File: src/rtl/aes_mixcol_if.sv
// Handshake bundle between an AES round datapath producer/consumer and the MixColumns engine.
// The driving side uses the master modport; the engine uses the slave modport.
interface aes_mixcol_if;
  logic         in_valid;
  logic         in_ready;
  logic [127:0] in_state;
  logic         in_inv;
  logic         in_bypass;
  logic         out_valid;
  logic         out_ready;
  logic [127:0] out_state;

  modport master (
    output in_valid, in_state, in_inv, in_bypass, out_ready,
    input  in_ready, out_valid, out_state
  );

  modport slave (
    input  in_valid, in_state, in_inv, in_bypass, out_ready,
    output in_ready, out_valid, out_state
  );
endinterface

File: src/rtl/aes_mixcol_engine.sv
// Column-serial AES MixColumns / InvMixColumns engine with bypass.
// COLS_PER_CYCLE columns of the latched state are transformed per BUSY beat.
module aes_mixcol_engine #(
  parameter int COLS_PER_CYCLE = 1
) (
  input  logic         clk,
  input  logic         rst_n,
  aes_mixcol_if.slave  bus,
  output logic         busy
);

  localparam int         BEATS     = 4 / COLS_PER_CYCLE;
  localparam logic [1:0] LAST_BEAT = 2'(BEATS - 1);

  generate
    if (!((COLS_PER_CYCLE == 1) || (COLS_PER_CYCLE == 2) || (COLS_PER_CYCLE == 4))) begin : g_bad_cols
      $error("aes_mixcol_engine: COLS_PER_CYCLE must be 1, 2 or 4");
    end
  endgenerate

  typedef enum logic [1:0] {
    S_IDLE = 2'd0,
    S_BUSY = 2'd1,
    S_DONE = 2'd2
  } state_e;

  state_e       state_q, state_d;
  logic [1:0]   beat_q, beat_d;
  logic [127:0] data_q, data_d;
  logic [127:0] res_q, res_d;
  logic         inv_q, inv_d;
  logic         byp_q, byp_d;

  function automatic logic [7:0] xtime(input logic [7:0] x);
    return {x[6:0], 1'b0} ^ (x[7] ? 8'h1b : 8'h00);
  endfunction

  // Coefficients never exceed 4'he, so four doubling steps cover every product.
  function automatic logic [7:0] gmul(input logic [7:0] a, input logic [3:0] k);
    logic [7:0] p;
    logic [7:0] x;
    p = 8'h00;
    x = a;
    for (int i = 0; i < 4; i++) begin
      p = p ^ (k[i] ? x : 8'h00);
      x = xtime(x);
    end
    return p;
  endfunction

  // Each matrix row is the previous one rotated right, so row r uses coef[(j-r) mod 4].
  function automatic logic [31:0] mix_col(input logic [31:0] col, input logic inv, input logic byp);
    logic [15:0] coef;
    logic [31:0] res;
    logic [7:0]  acc;
    coef = inv ? 16'hebd9 : 16'h2311;
    res  = 32'h0000_0000;
    for (int r = 0; r < 4; r++) begin
      acc = 8'h00;
      for (int j = 0; j < 4; j++) begin
        acc = acc ^ gmul(col[31-8*j -: 8], coef[15-4*((j-r+4)%4) -: 4]);
      end
      res[31-8*r -: 8] = acc;
    end
    return byp ? col : res;
  endfunction

  // Next-state logic: accept in IDLE, transform one slice per BUSY beat, hold in DONE.
  always_comb begin
    int idx;
    idx     = 0;
    state_d = state_q;
    beat_d  = beat_q;
    data_d  = data_q;
    inv_d   = inv_q;
    byp_d   = byp_q;
    res_d   = res_q;
    case (state_q)
      S_IDLE: begin
        if (bus.in_valid) begin
          data_d  = bus.in_state;
          inv_d   = bus.in_inv;
          byp_d   = bus.in_bypass;
          beat_d  = 2'd0;
          state_d = S_BUSY;
        end else begin
          state_d = S_IDLE;
        end
      end
      S_BUSY: begin
        for (int k = 0; k < COLS_PER_CYCLE; k++) begin
          idx = int'(beat_q) * COLS_PER_CYCLE + k;
          res_d[127-32*idx -: 32] = mix_col(data_q[127-32*idx -: 32], inv_q, byp_q);
        end
        if (beat_q == LAST_BEAT) begin
          beat_d  = 2'd0;
          state_d = S_DONE;
        end else begin
          beat_d  = beat_q + 2'd1;
          state_d = S_BUSY;
        end
      end
      S_DONE: begin
        if (bus.out_ready) begin
          state_d = S_IDLE;
        end else begin
          state_d = S_DONE;
        end
      end
      default: begin
        beat_d  = 2'd0;
        state_d = S_IDLE;
      end
    endcase
  end

  // State and datapath registers with synchronous active-low reset.
  always_ff @(posedge clk) begin
    if (!rst_n) begin
      state_q <= S_IDLE;
      beat_q  <= 2'd0;
      data_q  <= 128'd0;
      res_q   <= 128'd0;
      inv_q   <= 1'b0;
      byp_q   <= 1'b0;
    end else begin
      state_q <= state_d;
      beat_q  <= beat_d;
      data_q  <= data_d;
      res_q   <= res_d;
      inv_q   <= inv_d;
      byp_q   <= byp_d;
    end
  end

  assign bus.in_ready  = (state_q == S_IDLE);
  assign bus.out_valid = (state_q == S_DONE);
  assign bus.out_state = res_q;
  assign busy          = (state_q == S_BUSY) || (state_q == S_DONE);

endmodule

File: src/flat_wrapper.sv
// flat-port wrapper written by rule: the top's interface ports become plain ports
module aes_mixcol_engine_flat 
#(
  parameter int COLS_PER_CYCLE = 1
)
  (clk, rst_n, busy, bus_in_valid, bus_in_state, bus_in_inv, bus_in_bypass, bus_out_ready, bus_in_ready, bus_out_valid, bus_out_state);
  aes_mixcol_if bus_i ();
  input  logic clk;
  input  logic rst_n;
  output logic busy;
  input wire logic [$bits(bus_i.in_valid)-1:0] bus_in_valid;
  input wire logic [$bits(bus_i.in_state)-1:0] bus_in_state;
  input wire logic [$bits(bus_i.in_inv)-1:0] bus_in_inv;
  input wire logic [$bits(bus_i.in_bypass)-1:0] bus_in_bypass;
  input wire logic [$bits(bus_i.out_ready)-1:0] bus_out_ready;
  output wire logic [$bits(bus_i.in_ready)-1:0] bus_in_ready;
  output wire logic [$bits(bus_i.out_valid)-1:0] bus_out_valid;
  output wire logic [$bits(bus_i.out_state)-1:0] bus_out_state;
  assign bus_i.in_valid = bus_in_valid;
  assign bus_i.in_state = bus_in_state;
  assign bus_i.in_inv = bus_in_inv;
  assign bus_i.in_bypass = bus_in_bypass;
  assign bus_i.out_ready = bus_out_ready;
  assign bus_in_ready = bus_i.in_ready;
  assign bus_out_valid = bus_i.out_valid;
  assign bus_out_state = bus_i.out_state;
  aes_mixcol_engine #(.COLS_PER_CYCLE(COLS_PER_CYCLE)) u_core (.clk(clk), .rst_n(rst_n), .bus(bus_i), .busy(busy));
endmodule
File: config.mk
export PLATFORM = sky130hd
export DESIGN_NAME = aes_mixcol_engine_flat
export DESIGN_NICKNAME = d
export VERILOG_FILES = /design/src/rtl/aes_mixcol_if.sv /design/src/rtl/aes_mixcol_engine.sv /design/src/flat_wrapper.sv
export SDC_FILE = /design/constraint.sdc
export NUM_CORES = 1
export LEC_CHECK = 0
export CAP_MARGIN = 40
export CORE_MARGIN = 10
export CORE_UTILIZATION = 45
export CTS_CLUSTER_SIZE = 12
export DETAILED_ROUTE_END_ITERATION = 8
export GPL_TIMING_DRIVEN = 0
export PLACE_DENSITY_LB_ADDON = 0.25
export SLEW_MARGIN = 20
export SYNTH_ARGS = -nofsm -noshare
export SYNTH_HDL_FRONTEND = slang
export SYNTH_SLANG_ARGS = --single-unit
File: constraint.sdc
create_clock -name clk -period 2.9 [get_ports clk]
set_input_delay 0.29 -clock clk [delete_from_list [all_inputs] [get_ports clk]]
set_output_delay 0.29 -clock clk [all_outputs]
set_load 0.02 [all_outputs]
==> flow_summary.ini, run 1 <==
[pwr]
p_seq_share_pct = 33.5
combPwrFrac_pct = 37.3
switching_power_uw = 3830
intPower_uw = 7740
vdd_drop_max_v = 0.000442
switching_share_pct = 33.1
p_clk_share_pct = 29.2
power_density_mw_per_mm2 = 598
leakage_uw = 0.00706

[worst_hold_path]
hp-class = input port to flop
hp-start = bus_in_state[21]

[sta]
fin_crit_sh_pct = 116
period_minus_slack_ns = 3.35
holdWs_ns = 0.268
rsz0062_at_grt = yes
setup_ws_ns = -0.454
fmax_mhz = 298
hold_viol = 0
worst_slew_pin_slew_ns = 0.990
final_max_slew_viol_count = 0
slew_headroom_pct = 34.0
setup_viol = 128
fin_skew_ns = 0.0111

[routing]
viasPerCell = 5.70
route.final.wire_length_um = 52000
wl_per_cell_um = 23.5
detail_route.first_pass.iterations = 6
vias = 12600
ant_nets = 0
first_iter_violations = 1306
route.detailed.drc = 0

[finish]
areaGrowthSynthToFinish_pct = 51.7
regArea_mm2 = 0.00525
fin_nets = 1958
drive_gt1_share_pct = 22.8
fillers = 2033
instances_no_fill = 2209
multi_input_area_mm2 = 0.00832
final_area_mm2 = 0.0193
n_antenna_cell = 0

[clocking]
h-tree-depth = 1
postCtsHoldBufs = 0
cts-root-buf = clkbuf_16
cts_buffers = 28
clk_pin_slew_ns = 0.06
clock_sinks = 262
clk_path_buf_depth = 3
worstSkewPairLatency_ns = 0.57
cts_tree = yes

[placement]
place_inst = 2045
finalWeightedCongestion = 0.934
hpwl_um = 35600
postPlaceCellArea_mm2 = 0.0160
port_buffers = 264

[job]
maxCapViolCount = 0

[logic_synthesis]
yosys_warnings = 0
synthCells = 1401
synth_area_per_cell_um2 = 9.10
synth.distinct_cells = 55
ys_ff_latch = 262
syn_nets = 1543
ys_seq_area_share_pct = 41.1
synth_area_mm2 = 0.0127

[floorplan]
initial_core_util_pct = 45.8
core_area_mm2 = 0.0279
dieArea_mm2 = 0.0355
die_h_um = 188
die_w_um = 188
ios = 265
rows = 61

[global_routing]
grt_pass1_wl_um = 74700
grt_usage_pct = 26.6
grt_overflow = 0
grt_pass1_vias = 12200
antenna_found_initial = 1
grt_start_max_net_pins = 15

[outcome]
violations = negative setup slack
status = finished with violations

[critical_path]
cp-end-kind = flop
required_ns = 3.32
critPathLaunchType = flop
setup.worst_path.start = u_core.beat_q[0]$_SDFFE_PN0P_
cp.arrival_ns = 3.77
worstPathMaxFanout = 5
r2r_start = u_core.beat_q[0]$_SDFFE_PN0P_
reg2reg_setup_slack_ns = -0.45
crit_type = flop to flop
## repair_timing
item	4_1_cts	5_1_grt
buffers inserted	74	54
endpoints found under the setup margin	128	128
pin swaps	100	98
gates resized for setup	179	108
cloned	3	0
## power by group through the flow
| stage | combinational [µW] | clock, µW | sequential (µW) |
|---|---|---|---|
| 5_1_grt | 4470 | 3520 | 3890 |
| 6_report | 4310 | 3380 | 3880 |
| 3_3_place_gp | 2840 | 0 | 3940 |
| 3_5_place_dp | 2870 | 0 | 3950 |
| 2_1_floorplan | 1890 | 0 | 3990 |
| 4_1_cts | 3720 | 3350 | 3870 |
## layout make-up
class	instances	area share [%]
buffer	105	3.09
clock buffer	39	4.09
clock inverter	6	0.246
inverter	9	0.175
multi-input combinational	1018	43.0
sequential	262	27.2
tap	378	2.44
timing repair buffer	392	19.8
## state kept, by name, summed over array words and instances, names as in the netlist
name                  flops
u_core.data_q           128
u_core.bus.out_state    128
u_core.state_q            2
u_core.byp_q              1
u_core.inv_q              1
u_core.beat_q             2
## critical path: stages, from the launching register on
cell     delay, ns
dfxtp_4       0.41
buf_4         0.13
buf_6         0.09
mux4_2        0.68
xnor2_4       0.33
xor2_1        0.24
xnor3_2       0.55
xnor2_2       0.23
nand2_4       0.13
xnor2_4       0.26
o22ai_1       0.13
## path summary, 6_finish.rpt
path / cells after the start / end
worst max-delay path: 10 / u_core.bus.out_state[123]$_SDFFE_PN0P_
worst max register to register: 10 / u_core.bus.out_state[123]$_SDFFE_PN0P_
worst min-delay path: 3 / u_core.data_q[21]$_SDFFE_PN0P_
worst min register to register: 2 / u_core.data_q[42]$_SDFFE_PN0P_
## cells in the mapped netlist, drive strengths merged
library cell | instances | share of area [%]
xor2 | 35 | 2.5
o21ai | 11 | 0.43
a311oi | 7 | 0.58
a22oi | 57 | 3.4
ha | 8 | 0.79
o31ai | 18 | 1.1
a21oi | 174 | 6.9
or3b | 4 | 0.27
a22o | 11 | 0.76
nand3b | 1 | 0.059
nor2b | 6 | 0.29
xnor3 | 19 | 3.4
xnor2 | 110 | 9.2
o211ai | 20 | 1.2
or3 | 3 | 0.15
clkbuf | 78 | 2.3
nand4 | 1 | 0.049
a32o | 4 | 0.31
mux4 | 32 | 5.7
mux2 | 3 | 0.26
mux2i | 1 | 0.079
xor3 | 6 | 1.1
nand2b | 11 | 0.54
a31oi | 2 | 0.098
inv | 9 | 0.26
buf | 34 | 1.8
nand3 | 22 | 0.86
a21bo | 1 | 0.079
and2 | 4 | 0.20
a21boi | 7 | 0.41
dfxtp | 262 | 41
o22ai | 21 | 1.0
nor3 | 6 | 0.27
a21o | 8 | 0.47
nor4 | 2 | 0.098
and3 | 2 | 0.098
nor2 | 44 | 1.3
nand2 | 356 | 11
o21bai | 1 | 0.059
## through the flow
stage	worst slack, ns	power [µW]	TNS, ns	util [%]
final	-0.454	11600	-30.41	69.4
after global routing	-0.490	11900	-35.38	69.4
after CTS	-0.294	10900	-20.97	66.2
after detailed placement	-1.02	6810	-84.37	57.4
after global placement	-0.979	6780	-79.59	57.3
after floorplan	-0.0764	5880	-1.44	-
## kinds of logic after synthesis
logic type / count (synthesis) / synth area share, %
buffers and inverters: 121 / 4.35
adders and majority gates: 8 / 0.785
DFF: 262 / 41.1
muxes: 36 / 6.08
and+or+nand+nor: 462 / 14.8
AOI/OAI and AO/OA: 342 / 16.7
xor gates and xnor gates: 170 / 16.2
## cell usage in the layout, fill, tap and decap left out, types with 13 or more instances in the layout
| master | Yosys | final |
|---|---|---|
| xnor3_2 | 1 | 13 |
| nor2_1 | 43 | 38 |
| nand3_1 | 22 | 19 |
| clkdlybuf4s50_1 | 0 | 264 |
| clkbuf_1 | 78 | 78 |
| xnor2_2 | 13 | 24 |
| nand2_1 | 350 | 342 |
| dfxtp_1 | 262 | 260 |
| buf_12 | 0 | 15 |
| buf_4 | 6 | 93 |
| mux4_2 | 29 | 32 |
| o22ai_1 | 21 | 20 |
| xor2_1 | 34 | 21 |
| xnor2_4 | 6 | 36 |
| a22oi_2 | 0 | 29 |
| buf_6 | 5 | 30 |
| clkbuf_16 | 0 | 28 |
| a21oi_1 | 173 | 163 |
| xnor2_1 | 91 | 50 |
| o211ai_1 | 20 | 20 |
| a22oi_1 | 57 | 28 |
## metal layers
| metal | GRT usage, % | wire length, µm |
|---|---|---|
| met3 | 5.76 | 4950 |
| met5 | 0 | 12 |
| met4 | 8.27 | 2150 |
| met1 | 32.8 | 19400 |
| met2 | 45.6 | 25500 |
(Power assumes the default switching activity.)
==> run 2: changes to the inputs <==
--- a/config.mk
+++ b/config.mk
@@ -8,10 +8,10 @@
 export CAP_MARGIN = 40
 export CORE_MARGIN = 10
 export CORE_UTILIZATION = 45
-export CTS_CLUSTER_SIZE = 12
 export DETAILED_ROUTE_END_ITERATION = 8
 export GPL_TIMING_DRIVEN = 0
 export PLACE_DENSITY_LB_ADDON = 0.25
+export SETUP_SLACK_MARGIN = 0.4
 export SLEW_MARGIN = 20
 export SYNTH_ARGS = -nofsm -noshare
 export SYNTH_HDL_FRONTEND = slang
==> run 2 against run 1 <==
The run still ends with negative setup slack left. Power up 1.0%. Final area down 0.65%. Worst setup slack worse by 0.12 ns. Critical endpoint is now u_core.bus.out_state[115]$_SDFFE_PN0P_. Clock-buffer cell count unchanged. Critical path depth stayed put.
==> flow_summary.ini, run 2 (synthesis results as in run 1) <==
[routing]
ant_nets = 0
detail_route.first_pass.iterations = 7
route.final.wire_length_um = 51200
route.detailed.drc = 0
first_iter_violations = 1276
vias = 12600
wl_per_cell_um = 23.3
viasPerCell = 5.75

[finish]
mostFrequentLayoutCell = nand2_1
fin_nets = 1939
drive_gt1_share_pct = 21.7
n_antenna_cell = 0
instances_no_fill = 2195
final_area_mm2 = 0.0192
final_cell_mix = nand2_1, clkdlybuf4s50_1, dfxtp_1
fillers = 2045
areaGrowthSynthToFinish_pct = 50.8

[sta]
rsz0062_at_grt = yes
tns_ns = -44.31
fin_crit_sh_pct = 120
setup_ws_ns = -0.570
fmax_mhz = 288
final_max_slew_viol_count = 0
fin_skew_ns = 0.0141
period_minus_slack_ns = 3.47
slew_headroom_pct = 49.1
setup_viol = 128
holdWs_ns = 0.289
hold_viol = 0
worst_slew_pin_slew_ns = 0.764

[global_routing]
grt_pass1_vias = 12400
antenna_found_initial = 1
grt_pass1_wl_um = 73900
grt_start_max_net_pins = 15
grt_usage_pct = 26.4
grt_overflow = 0

[worst_hold_path]
hp-start = bus_in_state[103]
worstHoldPathCells = 3
hp-class = input port to flop
min_to = u_core.data_q[103]$_SDFFE_PN0P_

[floorplan]
rows = 61
die_w_um = 188
core_area_mm2 = 0.0279
initial_core_util_pct = 45.8
ios = 265
dieArea_mm2 = 0.0355
die_h_um = 188

[pwr]
power_density_mw_per_mm2 = 608
vdd_drop_max_v = 0.000436
leakage_uw = 0.00701

[clocking]
clk_path_buf_depth = 3
worstSkewPairLatency_ns = 0.55
postCtsHoldBufs = 0
h-tree-depth = 1
cts_tree = yes
clock_sinks = 262
clk_pin_slew_ns = 0.06
cts-root-buf = clkbuf_16
cts_buffers = 27

[critical_path]
crit_type = flop to flop
reg2reg_setup_slack_ns = -0.57
r2r-end = u_core.bus.out_state[115]$_SDFFE_PN0P_
reg2regPathDepth = 10
r2r_start = u_core.beat_q[0]$_SDFFE_PN0P_
cp.arrival_ns = 3.86
critPathLaunchType = flop
worstPathMaxFanout = 5
required_ns = 3.29
cp-end-kind = flop

[placement]
finalWeightedCongestion = 0.934
postPlaceCellArea_mm2 = 0.0162
place_inst = 2045
port_buffers = 264
hpwl_um = 35800

[job]
maxCapViolCount = 0

[outcome]
violations = negative setup slack
status = finished with violations
## run 2: cell types whose count changed in the layout (fill, tap and decap cells not counted), sizes merged
cell / change
buf: -17
bufinv: +3
clkbuf: -1
clkinv: +2
clkinvlp: -1
## run 2: area by class of cell
type | instances | area (µm²) | share of cell area [%]
Clock inverter | 10 | 133 | 0.690
Sequential cell | 262 | 5250 | 27.3
Buffer | 112 | 694 | 3.61
Tap cell | 378 | 473 | 2.46
Multi-Input combinational cell | 1018 | 8210 | 42.7
Timing Repair Buffer | 367 | 3640 | 18.9
Inverter | 9 | 33.8 | 0.176
Clock buffer | 39 | 791 | 4.11
## run 2: report_power, final
part | internal [µW] | leakage (µW) | switching (µW)
Sequential | 3770 | 0.00214 | 107
Clock | 2160 | 0.000460 | 1490
Combinational | 2020 | 0.00441 | 2140
Total | 7950 | 0.00701 | 3740
## run 2: worst max-delay path by stage
stage | from | end
floorplan | u_core.beat_q[0]$_SDFFE_PN0P_ | u_core.bus.out_state[107]$_SDFFE_PN0P_
global placement | u_core.beat_q[1]$_SDFFE_PN0P_ | u_core.bus.out_state[115]$_SDFFE_PN0P_
detailed placement | u_core.beat_q[1]$_SDFFE_PN0P_ | u_core.bus.out_state[123]$_SDFFE_PN0P_
CTS | u_core.beat_q[0]$_SDFFE_PN0P_ | u_core.bus.out_state[115]$_SDFFE_PN0P_
global route | u_core.beat_q[0]$_SDFFE_PN0P_ | u_core.bus.out_state[115]$_SDFFE_PN0P_
finish | u_core.beat_q[0]$_SDFFE_PN0P_ | u_core.bus.out_state[115]$_SDFFE_PN0P_
## run 2: what timing repair did
action,CTS,global route
buffers inserted,75,22
gates resized for setup,160,73
cloned,2,0
setup endpoints to repair,128,196
endpoints found under the hold margin,0,0
pin swaps,157,54
## run 2: critical path, stage by stage, from the launching register on
cell	delay [ns]
dfxtp_4	0.36
buf_8	0.12
buf_4	0.11
mux4_2	0.69
xnor2_4	0.49
xor2_2	0.24
xnor3_2	0.53
xnor2_2	0.18
nand2_2	0.17
xnor2_4	0.29
o22ai_1	0.14
## run 2: through the flow
stage,total power (µW),setup slack (ns),util [%]
global route,12000,-0.596,69.0
global placement,6910,-0.843,58.2
finish,11700,-0.570,69.0
CTS,11300,-0.353,66.9
detailed placement,6940,-0.885,58.3
floorplan,6010,-0.0784,-
## run 2: metal layers
metal	wire (µm)	track usage, %	vias to the layer above
met5	8	0	-
met4	2120	9.37	2
met3	4690	6.07	152
met2	25000	45.6	708
met1	19400	31.3	6139
li1	-	-	5610
